<file path="config.mk">
export PLATFORM = sky130hd
export DESIGN_NAME = dmem_lsu
export DESIGN_NICKNAME = d
export VERILOG_FILES = /design/src/rtl/dmem_lsu.sv
export SDC_FILE = /design/constraint.sdc
export NUM_CORES = 1
export LEC_CHECK = 0
export BUFFER_PORTS_ARGS = -buffer_cell sky130_fd_sc_hd__buf_4
export CORE_MARGIN = 5
export CORE_UTILIZATION = 42
export DETAILED_ROUTE_END_ITERATION = 8
export PLACE_DENSITY = 0.74
export SETUP_SLACK_MARGIN = 0.15
export SYNTH_ARGS = -nofsm -noshare
export SYNTH_HDL_FRONTEND = slang
export SYNTH_SLANG_ARGS = --single-unit
</file>
<file path="constraint.sdc">
create_clock -name clk_i -period 4.55 [get_ports clk_i]
set_input_delay 0.455 -clock clk_i [delete_from_list [all_inputs] [get_ports clk_i]]
set_output_delay 0.455 -clock clk_i [all_outputs]
set_load 0.03 [all_outputs]
</file>
<file path="src/rtl/dmem_lsu.sv">
// Purpose: memory-stage load/store unit, initiator on the data-memory req/gnt/rvalid bus.
// Latency: fastest access (gnt in issue cycle, rvalid next) stalls 2 cycles; load data registered, valid in DONE.
// Backpressure: holds req with frozen fields until gnt; stalls the pipeline until rvalid or timeout.
//
// Ports: clk_i/rst_i (sync, active-high); mem_* request from the M stage; dmem_* data-memory bus;
//        load_data_o/load_valid_o load result; dmem_stall_o to hazard unit; misaligned_o/bus_err_o to trap logic.
module dmem_lsu #(
    parameter int ADDR_W   = 32,
    parameter int MAX_WAIT = 0
) (
    input  logic              clk_i,
    input  logic              rst_i,
    input  logic              mem_valid_i,
    input  logic              mem_squash_i,
    input  logic              mem_we_i,
    input  logic [1:0]        mem_size_i,
    input  logic              mem_unsigned_i,
    input  logic [ADDR_W-1:0] mem_addr_i,
    input  logic [31:0]       mem_wdata_i,
    output logic              dmem_req_o,
    output logic              dmem_we_o,
    output logic [3:0]        dmem_be_o,
    output logic [ADDR_W-1:0] dmem_addr_o,
    output logic [31:0]       dmem_wdata_o,
    input  logic              dmem_gnt_i,
    input  logic              dmem_rvalid_i,
    input  logic [31:0]       dmem_rdata_i,
    output logic [31:0]       load_data_o,
    output logic              load_valid_o,
    output logic              dmem_stall_o,
    output logic              misaligned_o,
    output logic              bus_err_o
);

    typedef enum logic [1:0] {
        S_IDLE,
        S_REQ,
        S_WAIT,
        S_DONE
    } state_e;

    // Timeout fires on the cycle the wait counter would reach MAX_WAIT.
    localparam bit          TO_EN    = (MAX_WAIT != 0);
    localparam logic [15:0] TO_LIMIT = TO_EN ? 16'(MAX_WAIT - 1) : 16'd0;

    state_e             state_q, state_d;
    logic               we_q;
    logic [1:0]         size_q;
    logic               uns_q;
    logic [ADDR_W-1:0]  addr_q;
    logic [31:0]        wdata_q;
    logic [31:0]        load_data_q, load_data_d;
    logic               err_q, err_d;
    logic [15:0]        cnt_q, cnt_d;

    logic               in_idle;
    logic               access_ok;
    logic               misaligned;
    logic               start;
    logic               capture;
    logic               timeout;
    logic               req;

    // Request fields: live M-stage inputs in the issue cycle, registered copies afterwards.
    logic               f_we;
    logic [1:0]         f_size;
    logic [ADDR_W-1:0]  f_addr;
    logic [31:0]        f_wdata;
    logic [1:0]         lane;
    logic [3:0]         be_calc;
    logic [31:0]        wdata_calc;

    logic [31:0]        rshift;
    logic [31:0]        load_ext;

    assign in_idle    = (state_q == S_IDLE);
    assign misaligned = ((mem_size_i == 2'd1) && mem_addr_i[0]) ||
                        (mem_size_i[1] && (mem_addr_i[1:0] != 2'b00));
    assign access_ok  = mem_valid_i && !mem_squash_i && !rst_i && in_idle;
    assign start      = access_ok && !misaligned;
    assign misaligned_o = access_ok && misaligned;

    assign f_we    = in_idle ? mem_we_i    : we_q;
    assign f_size  = in_idle ? mem_size_i  : size_q;
    assign f_addr  = in_idle ? mem_addr_i  : addr_q;
    assign f_wdata = in_idle ? mem_wdata_i : wdata_q;
    assign lane    = f_addr[1:0];

    always_comb begin
        be_calc = 4'b1111;
        case (f_size)
            2'd0:    be_calc = 4'b0001 << lane;
            2'd1:    be_calc = 4'b0011 << {lane[1], 1'b0};
            default: be_calc = 4'b1111;
        endcase
    end

    assign wdata_calc = f_wdata << {lane, 3'b000};

    // Load extraction always uses the registered access: rvalid only arrives in WAIT.
    assign rshift = dmem_rdata_i >> {addr_q[1:0], 3'b000};

    always_comb begin
        load_ext = rshift;
        case (size_q)
            2'd0:    load_ext = {{24{!uns_q && rshift[7]}},  rshift[7:0]};
            2'd1:    load_ext = {{16{!uns_q && rshift[15]}}, rshift[15:0]};
            default: load_ext = rshift;
        endcase
    end

    assign timeout = TO_EN && (cnt_q == TO_LIMIT);

    always_comb begin
        state_d      = state_q;
        req          = 1'b0;
        dmem_stall_o = 1'b0;
        capture      = 1'b0;
        cnt_d        = 16'd0;
        err_d        = 1'b0;
        load_data_d  = load_data_q;
        case (state_q)
            S_IDLE: begin
                if (start) begin
                    req          = 1'b1;
                    dmem_stall_o = 1'b1;
                    capture      = 1'b1;
                    state_d      = dmem_gnt_i ? S_WAIT : S_REQ;
                end
            end
            S_REQ: begin
                req          = 1'b1;
                dmem_stall_o = 1'b1;
                if (dmem_gnt_i) begin
                    state_d = S_WAIT;
                end else if (timeout) begin
                    state_d = S_DONE;
                    err_d   = 1'b1;
                end else begin
                    cnt_d = cnt_q + 16'd1;
                end
            end
            S_WAIT: begin
                dmem_stall_o = 1'b1;
                if (dmem_rvalid_i) begin
                    load_data_d = load_ext;
                    state_d     = S_DONE;
                end else if (timeout) begin
                    state_d = S_DONE;
                    err_d   = 1'b1;
                end else begin
                    cnt_d = cnt_q + 16'd1;
                end
            end
            S_DONE: begin
                // The M stage advances on this edge; never reissue the same instruction.
                state_d = S_IDLE;
            end
            default: state_d = S_IDLE;
        endcase
    end

    always_ff @(posedge clk_i) begin
        if (rst_i) begin
            state_q     <= S_IDLE;
            we_q        <= 1'b0;
            size_q      <= 2'd0;
            uns_q       <= 1'b0;
            addr_q      <= '0;
            wdata_q     <= 32'd0;
            load_data_q <= 32'd0;
            err_q       <= 1'b0;
            cnt_q       <= 16'd0;
        end else begin
            state_q     <= state_d;
            load_data_q <= load_data_d;
            err_q       <= err_d;
            cnt_q       <= cnt_d;
            if (capture) begin
                we_q    <= mem_we_i;
                size_q  <= mem_size_i;
                uns_q   <= mem_unsigned_i;
                addr_q  <= mem_addr_i;
                wdata_q <= mem_wdata_i;
            end
        end
    end

    // Bus fields are zeroed whenever no request is presented.
    assign dmem_req_o   = req;
    assign dmem_we_o    = req && f_we;
    assign dmem_be_o    = req ? be_calc : 4'b0000;
    assign dmem_addr_o  = req ? {f_addr[ADDR_W-1:2], 2'b00} : '0;
    assign dmem_wdata_o = req ? wdata_calc : 32'd0;

    assign load_data_o  = load_data_q;
    assign load_valid_o = (state_q == S_DONE) && !we_q && !err_q;
    assign bus_err_o    = err_q;

endmodule
</file>
== Word level (Yosys, flattened, before mapping) ==
Cells that the tools add are included.

* Equality and inequality tests: 9
* Shift-type cells: 4
* Mux-type cells: 18
* Reductions and logical operators: 24

{| class="wikitable"
|+ Operator list
! kind !! count
|-
| two-way mux 32 bit || 4
|-
| case mux 32 bit (2 select lines) || 1
|-
| left shift 32 x 5 -> 32 bit || 1
|-
| >> shifter 32 x 5 -> 32 bit || 1
|-
| logical AND 1 bit || 11
|-
| two-way mux 2 bit || 5
|-
| equality test 2 x 1 -> 1 bit (second input constant) || 4
|-
| case mux 2 bit (4 select lines) || 1
|-
| case mux 4 bit (2 select lines) || 1
|-
| zero test 2 bit || 3
|-
| zero test 1 bit || 5
|-
| equality test 2 bit (second input constant) || 2
|-
| two-way mux 4 bit || 1
|-
| != test 2 bit (second input constant) || 2
|-
| case mux 1 bit (2 select lines) || 2
|-
| left shift 1 x 2 -> 4 bit (first input constant) || 1
|-
| left shift 2 x 2 -> 4 bit (first input constant) || 1
|-
| two-way mux 1 bit || 3
|-
| AND reduction 3 bit || 1
|-
| != test 2 x 1 -> 1 bit (second input constant) || 1
|-
| AND reduction 2 bit || 1
|-
| nonzero test 2 bit || 1
|-
| OR reduction 2 bit || 1
|-
| logical OR 1 bit || 1
|}

* Register bits after elaboration: 102
* Bits of input ports: 106
* Output and inout port bits: 106
* Word-level logic and storage cells: 62

== Logic depth before layout (Yosys ltp) ==
Gate-level depths: netlist of the first run.

* Word-level depth: 8
* Depth in mapped cells: 9
* Mapped depth without buffers: 7

== Least setup slack after synthesis of the first run ==
OpenSTA, ideal clock, no wires.

* Path kind: flip-flop to output port
* From: reg state_q[0]
* To: out dmem_wdata_o[26]
* Arrival time: 2.314 ns
* Data required time: 4.095 ns
* Setup slack: 1.781 ns
* Stages on the path, launching flop included: 8
* Path buffers: 2
* Cell sequence: dfxtp_1 -> inv_1 -> ha_1 -> buf_2 -> mux2i_1 -> clkbuf_1 -> o21ai_0 -> a211oi_1

* Word-level cells in the longest chain between the ends: 6
* Elaborated cells between the ends (all ways): 10

{| class="wikitable"
|+ Ends and longest elaborated chain
! element !! line !! text
|-
| start, declared || 46 || <nowiki>state_e state_q, state_d;</nowiki>
|-
| start signal, assigned || 175 || <nowiki>state_q <= state_d;</nowiki>
|-
| parallel branches: the longest is 5 deep, another holds two-way mux 32 bit || n/a ||
|-
| two-way mux 32 bit (*) || 194 || <nowiki>assign dmem_wdata_o = req ? wdata_calc : 32'd0;</nowiki>
|-
| end, declared || 24 || <nowiki>output logic [31:0] dmem_wdata_o,</nowiki>
|}

Every way passes the cells marked *.

== Worst setup path after layout of the first run ==
* From: reg state_q[0]
* To: out dmem_wdata_o[27]

Same word-level chain as after synthesis.

==> impl_metrics.toml, run 1 <==
[floorplan]
dieArea_sq_um = 16300
core_area_sq_um = 13700
ios = 212
die_h_um = 128
die_w_um = 128
start_util_pct = 42.4
rows = 43

[pwr]
power_frac_comb_pct = 49.3
p_clk_share_pct = 21.0
peakVddDrop_v = 0.000275
p_int_w = 0.00208
p_sw_w = 0.00145
power_leakage_nw = 3.28
powerDensity_nw_per_um2 = 461
switching_share_pct = 41.0
power.share.sequential_pct = 29.7

[timing]
setup_ws_ns = 0.798
finalCriticalPeriod_ns = 3.75
setup_viol = 0
report.final.slew_viol_count = 0
fmax_mhz = 267
rsz0062_at_grt = "false"
skew_ns = 0.00709
max-slew-margin-rel_pct = 17.3
final.setup.tns_ns = 0
tightest_slew_ns = 1.21
finalHoldViolations = 0
fin_crit_sh_pct = 82.5

[setup_path]
cp_num_buf_inv = 2
cpMaxStageDelayCell = "mux2i_4"
path_class = "reg -> out"
rrSetupSlack_ns = 1.86
cp_slowest_stage_delay_ns = 1.05
crit_family = "multiplexers"
rr_endpoint = "load_data_o[20]"
worstPathArrival_ns = 3.30
r2r_cells = 4
path_cells = "inv_1 > ha_1 > mux2i_4 > mux4_2 > nor2_1 > a211oi_1 > buf_4"
crit_required_ns = 4.09
crit_fanout = 41
r2r-start = "addr_q[1]"
path_depth = 7
end_kind = "output port"
critPathLaunchType = "register"

[drt]
drt.antenna.violating_nets = 0
drc = 0
routed_wl_um = 18000
first_pass_iters = 5
routed_via_density = 5.27
vias = 5700
wl_per_cell_um = 16.6
drt-initial-drc-count = 419

[logic_synthesis]
ys.flop_type = "dfxtp_1"
synth_seq_cells = 102
synth_area_leaders = "dfxtp_1 35%, nand2_1 12%, mux2i_1 8.9%"
syn-instance-count = 735
synth.avg_cell_area_sq_um = 7.91
ys_warn_count = 0
synth_edf_count = 0
synth_top_area_cell = "dfxtp_1"
ys_async_sr_fraction_pct = 0
synth_top_area_share_pct = 35.1
ys_types = 40
synth_area_sq_um = 5820
ys_seq_area_share_pct = 35.1

[global_routing]
grt_start_max_net_pins = 101
grt_pass1_wl_um = 27800
grtUsageTotal_pct = 21.1
antenna_found_initial = 0
grt-ovfl-total = 0
grt_pass1_vias = 5278

[worst_hold_path]
min_path_type = "in -> reg"
min_delay_path_depth = 2
min_from = "rst_i"
hold_path_end = "load_data_o[4]"

[clock_tree]
clk_pin_slew_ns = 0.08
cts_buffer_depth = 2
clock_sinks = 102
cts_tree = "built"
clk-insertion-delay-late_ns = 0.35
cts_made_buffers = 9
htreeDepth = 3
cts_resized = 0
clockRootBuffer = "clkbuf_16"
cts_hold_buf = 0
cts_setup_buffers = 0

[final_layout]
fin_cells = 1082
layout.nets = 1008
n_antenna_cell = 0
drive_above_1_share_pct = 31.2
syn_to_final_growth_pct = 31.7
nFillCells = 1275

[place]
portBuffers = 208
gp_congestion = 0.847
pre_cts_ws_ns = 1.24
dp_hpwl_um = 12700
dp.cells = 1066

[run_status]
outcome = "complete, no violations"

[run]
drv_cap = 0
area by class of cell:
type                       instances  area, sq um  share of cell area (%)
clock buffer                       9          225                    2.94
clock inverter                     7         57.6                   0.752
inverter                           6         22.5                   0.294
multi-input combinational        563         3470                    45.3
sequential                       102         2040                    26.7
tap                              180          225                    2.94
timing repair buffer             215         1610                    21.1
Yosys cell counts, types with 2 or more instances:
cell	instances
or4_1	2
inv_1	6
o31ai_1	2
mux4_2	18
nand2_1	193
ha_1	5
nor3_1	9
a21oi_1	89
dfxtp_1	102
clkbuf_1	29
nor2b_1	4
buf_4	6
mux2_2	24
buf_2	27
buf_1	2
nor2_1	89
o211ai_1	8
mux2i_1	52
a211oi_1	31
buf_6	2
o2bb2ai_1	8
o21ai_0	9
cell usage in the layout, fill, tap and decap left out, drive strengths merged:
cell	instances
buf	215
nand2	193
dfxtp	102
nor2	90
a21oi	89
mux2i	52
a211oi	31
mux2	24
mux4	19
o21ai	10
nor3	9
clkbuf	9
inv	9
o211ai	8
o2bb2ai	8
ha	5
nor2b	4
conb	3
clkinvlp	3
or4	2
o31ai	2
or2	2
a31oi	2
and4bb	1
and4	1
and3	1
nand2b	1
a21boi	1
nand4	1
nand3b	1
and2	1
a21o	1
o22ai	1
clkinv	1
layer usage:
| layer | vias up | GRT usage, % | share of wire [%] |
|---|---|---|---|
| met1 | 2642 | 27.7 | 42 |
| met3 | 23 | 6.04 | 8.5 |
| met5 | - | 0 | 0 |
| met4 | 0 | 6.93 | 1.9 |
| li1 | 2844 | - | - |
| met2 | 191 | 33.7 | 47 |
worst register-to-register path: stages (launching register included):
cell and delay, ns:
dfxtp_1 1.07, mux4_2 0.61, or2_4 0.25, a31oi_4 0.45, a211oi_1 0.15
flip-flops by register name, indices dropped and copies added (netlist names):
signal       flops
state_q          2
uns_q            1
load_data_o     32
we_q             1
wdata_q         32
addr_q          32
size_q           2
through the flow:
stage	utilization (%)	area [sq um]	power, W	hold slack [ns]
after CTS	55.8	7660	0.00356	0.310
after detailed placement	53.8	7380	0.00281	0.445
after floorplan	-	5820	0.00231	0.433
after global routing	55.8	7660	0.00374	0.317
after global placement	53.8	7380	0.00279	0.441
final	55.8	7660	0.00353	0.321
worst max-delay path by stage:
stage                     slack [ns]        from                to
after floorplan                 1.78  state_q[0]  dmem_wdata_o[26]
after global placement          1.27  state_q[0]  dmem_wdata_o[27]
after detailed placement        1.24  state_q[0]  dmem_wdata_o[27]
after CTS                       0.85  state_q[0]  dmem_wdata_o[27]
after global routing            0.63  state_q[0]  dmem_wdata_o[27]
final                           0.80  state_q[0]  dmem_wdata_o[27]
power by group through the flow:
stage | clock [W] | combinational, W | sequential, W
2_1_floorplan | 0 | 0.00116 | 0.00116
3_3_place_gp | 0 | 0.00173 | 0.00107
3_5_place_dp | 0 | 0.00174 | 0.00107
4_1_cts | 0.000764 | 0.00175 | 0.00105
5_1_grt | 0.000801 | 0.00188 | 0.00106
6_report | 0.000740 | 0.00174 | 0.00105
cells by family (layout without fill, tap and decap cells):
logic type / count (synthesis) / count (layout) / share of synthesized area (%)
AND/OR/NAND/NOR: 307 / 307 / 21.0
AO/OA/AOI/OAI: 153 / 153 / 15.9
flip-flops: 102 / 102 / 35.1
multiplexers: 95 / 95 / 21.0
buffers and inverters: 72 / 237 / 5.87
adder cells (fa/ha/maj): 5 / 5 / 1.08
other: 1 / 3 / 0.0645
(Power assumes the default switching activity.)
==> run 2: changes to the inputs <==
--- a/config.mk
+++ b/config.mk
@@ -9,7 +9,7 @@
 export CORE_MARGIN = 5
 export CORE_UTILIZATION = 42
 export DETAILED_ROUTE_END_ITERATION = 8
-export PLACE_DENSITY = 0.74
+export PLACE_DENSITY = 0.76
 export SETUP_SLACK_MARGIN = 0.15
 export SYNTH_ARGS = -nofsm -noshare
 export SYNTH_HDL_FRONTEND = slang
==> constraint.sdc (replaced) <==
create_clock -name clk_i -period 3 [get_ports clk_i]
set_input_delay 0.3 -clock clk_i [delete_from_list [all_inputs] [get_ports clk_i]]
set_output_delay 0.3 -clock clk_i [all_outputs]
set_load 0.03 [all_outputs]
==> impl_metrics.toml, run 2 (synthesized netlist as in run 1, its figures left out) <==
[timing]
max-slew-margin-rel_pct = 51.8
fin_crit_sh_pct = 90.8
tightest_slew_ns = 0.723
fmax_mhz = 367
setup_viol = 0
final.setup.tns_ns = 0
finalCriticalPeriod_ns = 2.72
report.final.slew_viol_count = 0
finalHoldViolations = 0
rsz0062_at_grt = "true"
skew_ns = 0.00495

[floorplan]
die_w_um = 128
ios = 212
die_h_um = 128
rows = 43
core_area_sq_um = 13700
dieArea_sq_um = 16300
start_util_pct = 42.4

[final_layout]
layout.nets = 1020
n_antenna_cell = 0
syn_to_final_growth_pct = 33.9
final_cell_mix = "225 x buf_4, 193 x nand2_1, 102 x dfxtp_1"
multi_input_area_sq_um = 3490
regArea_sq_um = 2040
fin_util_pct = 56.8
drive_above_1_share_pct = 31.8
fin_cells = 1091
layout_commonest_cell = "buf_4"
nFillCells = 1294

[drt]
routed_wl_um = 17900
wl_per_cell_um = 16.4
drt.antenna.violating_nets = 0
vias = 5767
drc = 0
drt-initial-drc-count = 392
routed_via_density = 5.29
first_pass_iters = 5

[setup_path]
cp_num_buf_inv = 3
crit_family = "buffers and inverters"
rrSetupSlack_ns = 0.87
cpMaxStageDelayCell = "mux2_2"
crit_fanout = 42
path_depth = 7
rr_endpoint = "wdata_q[19]"
path_cells = "inv_1 > ha_4 > buf_12 > mux2_2 > o21ai_0 > a211oi_1 > buf_4"
path_class = "reg -> out"
worstPathArrival_ns = 2.42
cp_slowest_stage_delay_ns = 0.40
r2r_cells = 7
startpoint = "state_q[0]"
crit_required_ns = 2.70
r2r-start = "state_q[0]"
endpoint = "dmem_wdata_o[26]"
critPathLaunchType = "register"
end_kind = "output port"

[pwr]
p_int_w = 0.00331
power_leakage_nw = 3.36
power.share.sequential_pct = 29.0
power_frac_comb_pct = 50.2
switching_share_pct = 39.4
powerDensity_nw_per_um2 = 702
p_clk_share_pct = 20.8
peakVddDrop_v = 0.000328
p_sw_w = 0.00215

[place]
gp_congestion = 0.905
portBuffers = 208
dp.cells = 1076
dp_hpwl_um = 13100

[worst_hold_path]
min_path_type = "in -> reg"
min_delay_path_depth = 3

[clock_tree]
htreeDepth = 3
cts_tree = "built"
cts_made_buffers = 9
clock_sinks = 102
clk-insertion-delay-late_ns = 0.35
cts_buffer_depth = 2
clockRootBuffer = "clkbuf_16"
clk_pin_slew_ns = 0.06

[run_status]
outcome = "complete, no violations"

[global_routing]
grt_pass1_vias = 5621
antenna_found_initial = 0
grtUsageTotal_pct = 21.6
grt-ovfl-total = 0
grt_pass1_wl_um = 28500
grt_start_max_net_pins = 66

[run]
drv_cap = 0
==> run 2: changes by cell type in the layout (fill, tap and decap cells not counted), sizes merged <==
cell      change
bufinv        +1
clkbuf        +2
inv           -3
clkinvlp      -3
buf          +12
==> run 2: power by group through the flow <==
stage,combinational (W),clock [W],sequential [W]
final,0.00275,0.00114,0.00158
after global routing,0.00297,0.00123,0.00160
after CTS,0.00273,0.00117,0.00158
after detailed placement,0.00272,0,0.00161
after global placement,0.00270,0,0.00161
after floorplan,0.00175,0,0.00176
==> run 2: final cells by class <==
cell class                      count  share of cell area [%]
Clock buffer                       11                    3.12
Clock inverter                      2                   0.450
Inverter                            6                   0.289
Multi-Input combinational cell    563                    44.8
Sequential cell                   102                    26.2
Tap cell                          180                    2.89
Timing Repair Buffer              227                    22.2
==> run 2: metrics by stage <==
| step | total power, W | worst slack, ns | cell area [sq um] | hold WS (ns) |
|---|---|---|---|---|
| 2_1_floorplan | 0.00351 | 0.386 | 5820 | 0.433 |
| 3_3_place_gp | 0.00430 | 0.494 | 7480 | 0.440 |
| 3_5_place_dp | 0.00433 | 0.465 | 7480 | 0.446 |
| 4_1_cts | 0.00548 | 0.197 | 7760 | 0.191 |
| 5_1_grt | 0.00580 | 0.119 | 7790 | 0.194 |
| 6_report | 0.00547 | 0.277 | 7790 | 0.207 |
==> run 2: worst min path at each step <==
stage / slack [ns] / endpoint / startpoint
floorplan: 0.43 / wdata_q[24] / wdata_q[24]
global placement: 0.44 / wdata_q[0] / wdata_q[0]
detailed placement: 0.45 / addr_q[28] / addr_q[28]
CTS: 0.19 / uns_q / mem_unsigned_i
global route: 0.19 / wdata_q[12] / mem_wdata_i[12]
finish: 0.21 / wdata_q[2] / mem_wdata_i[2]
==> run 2: tightest hold or removal path, cell delays in order <==
cell     delay, ns
buf_4         0.11
nand2_1       0.04
a21oi_1       0.05
==> run 2: timing repair <==
| action | CTS | global route |
|---|---|---|
| pin swaps | 0 | 1 |
| hold buffers | 0 | 0 |
| resized for setup | 1 | 4 |
| endpoints found under the setup margin | 7 | 44 |
| setup buffers | 0 | 2 |
==> run 2: per-layer routing <==
| metal | share of wire (%) | global-route usage (%) | vias up |
|---|---|---|---|
| met1 | 40 | 26.4 | 2679 |
| li1 | - | - | 2855 |
| met4 | 2.3 | 6.80 | 0 |
| met2 | 47 | 35.1 | 206 |
| met3 | 10 | 8.54 | 27 |
| met5 | 0 | 0 | - |
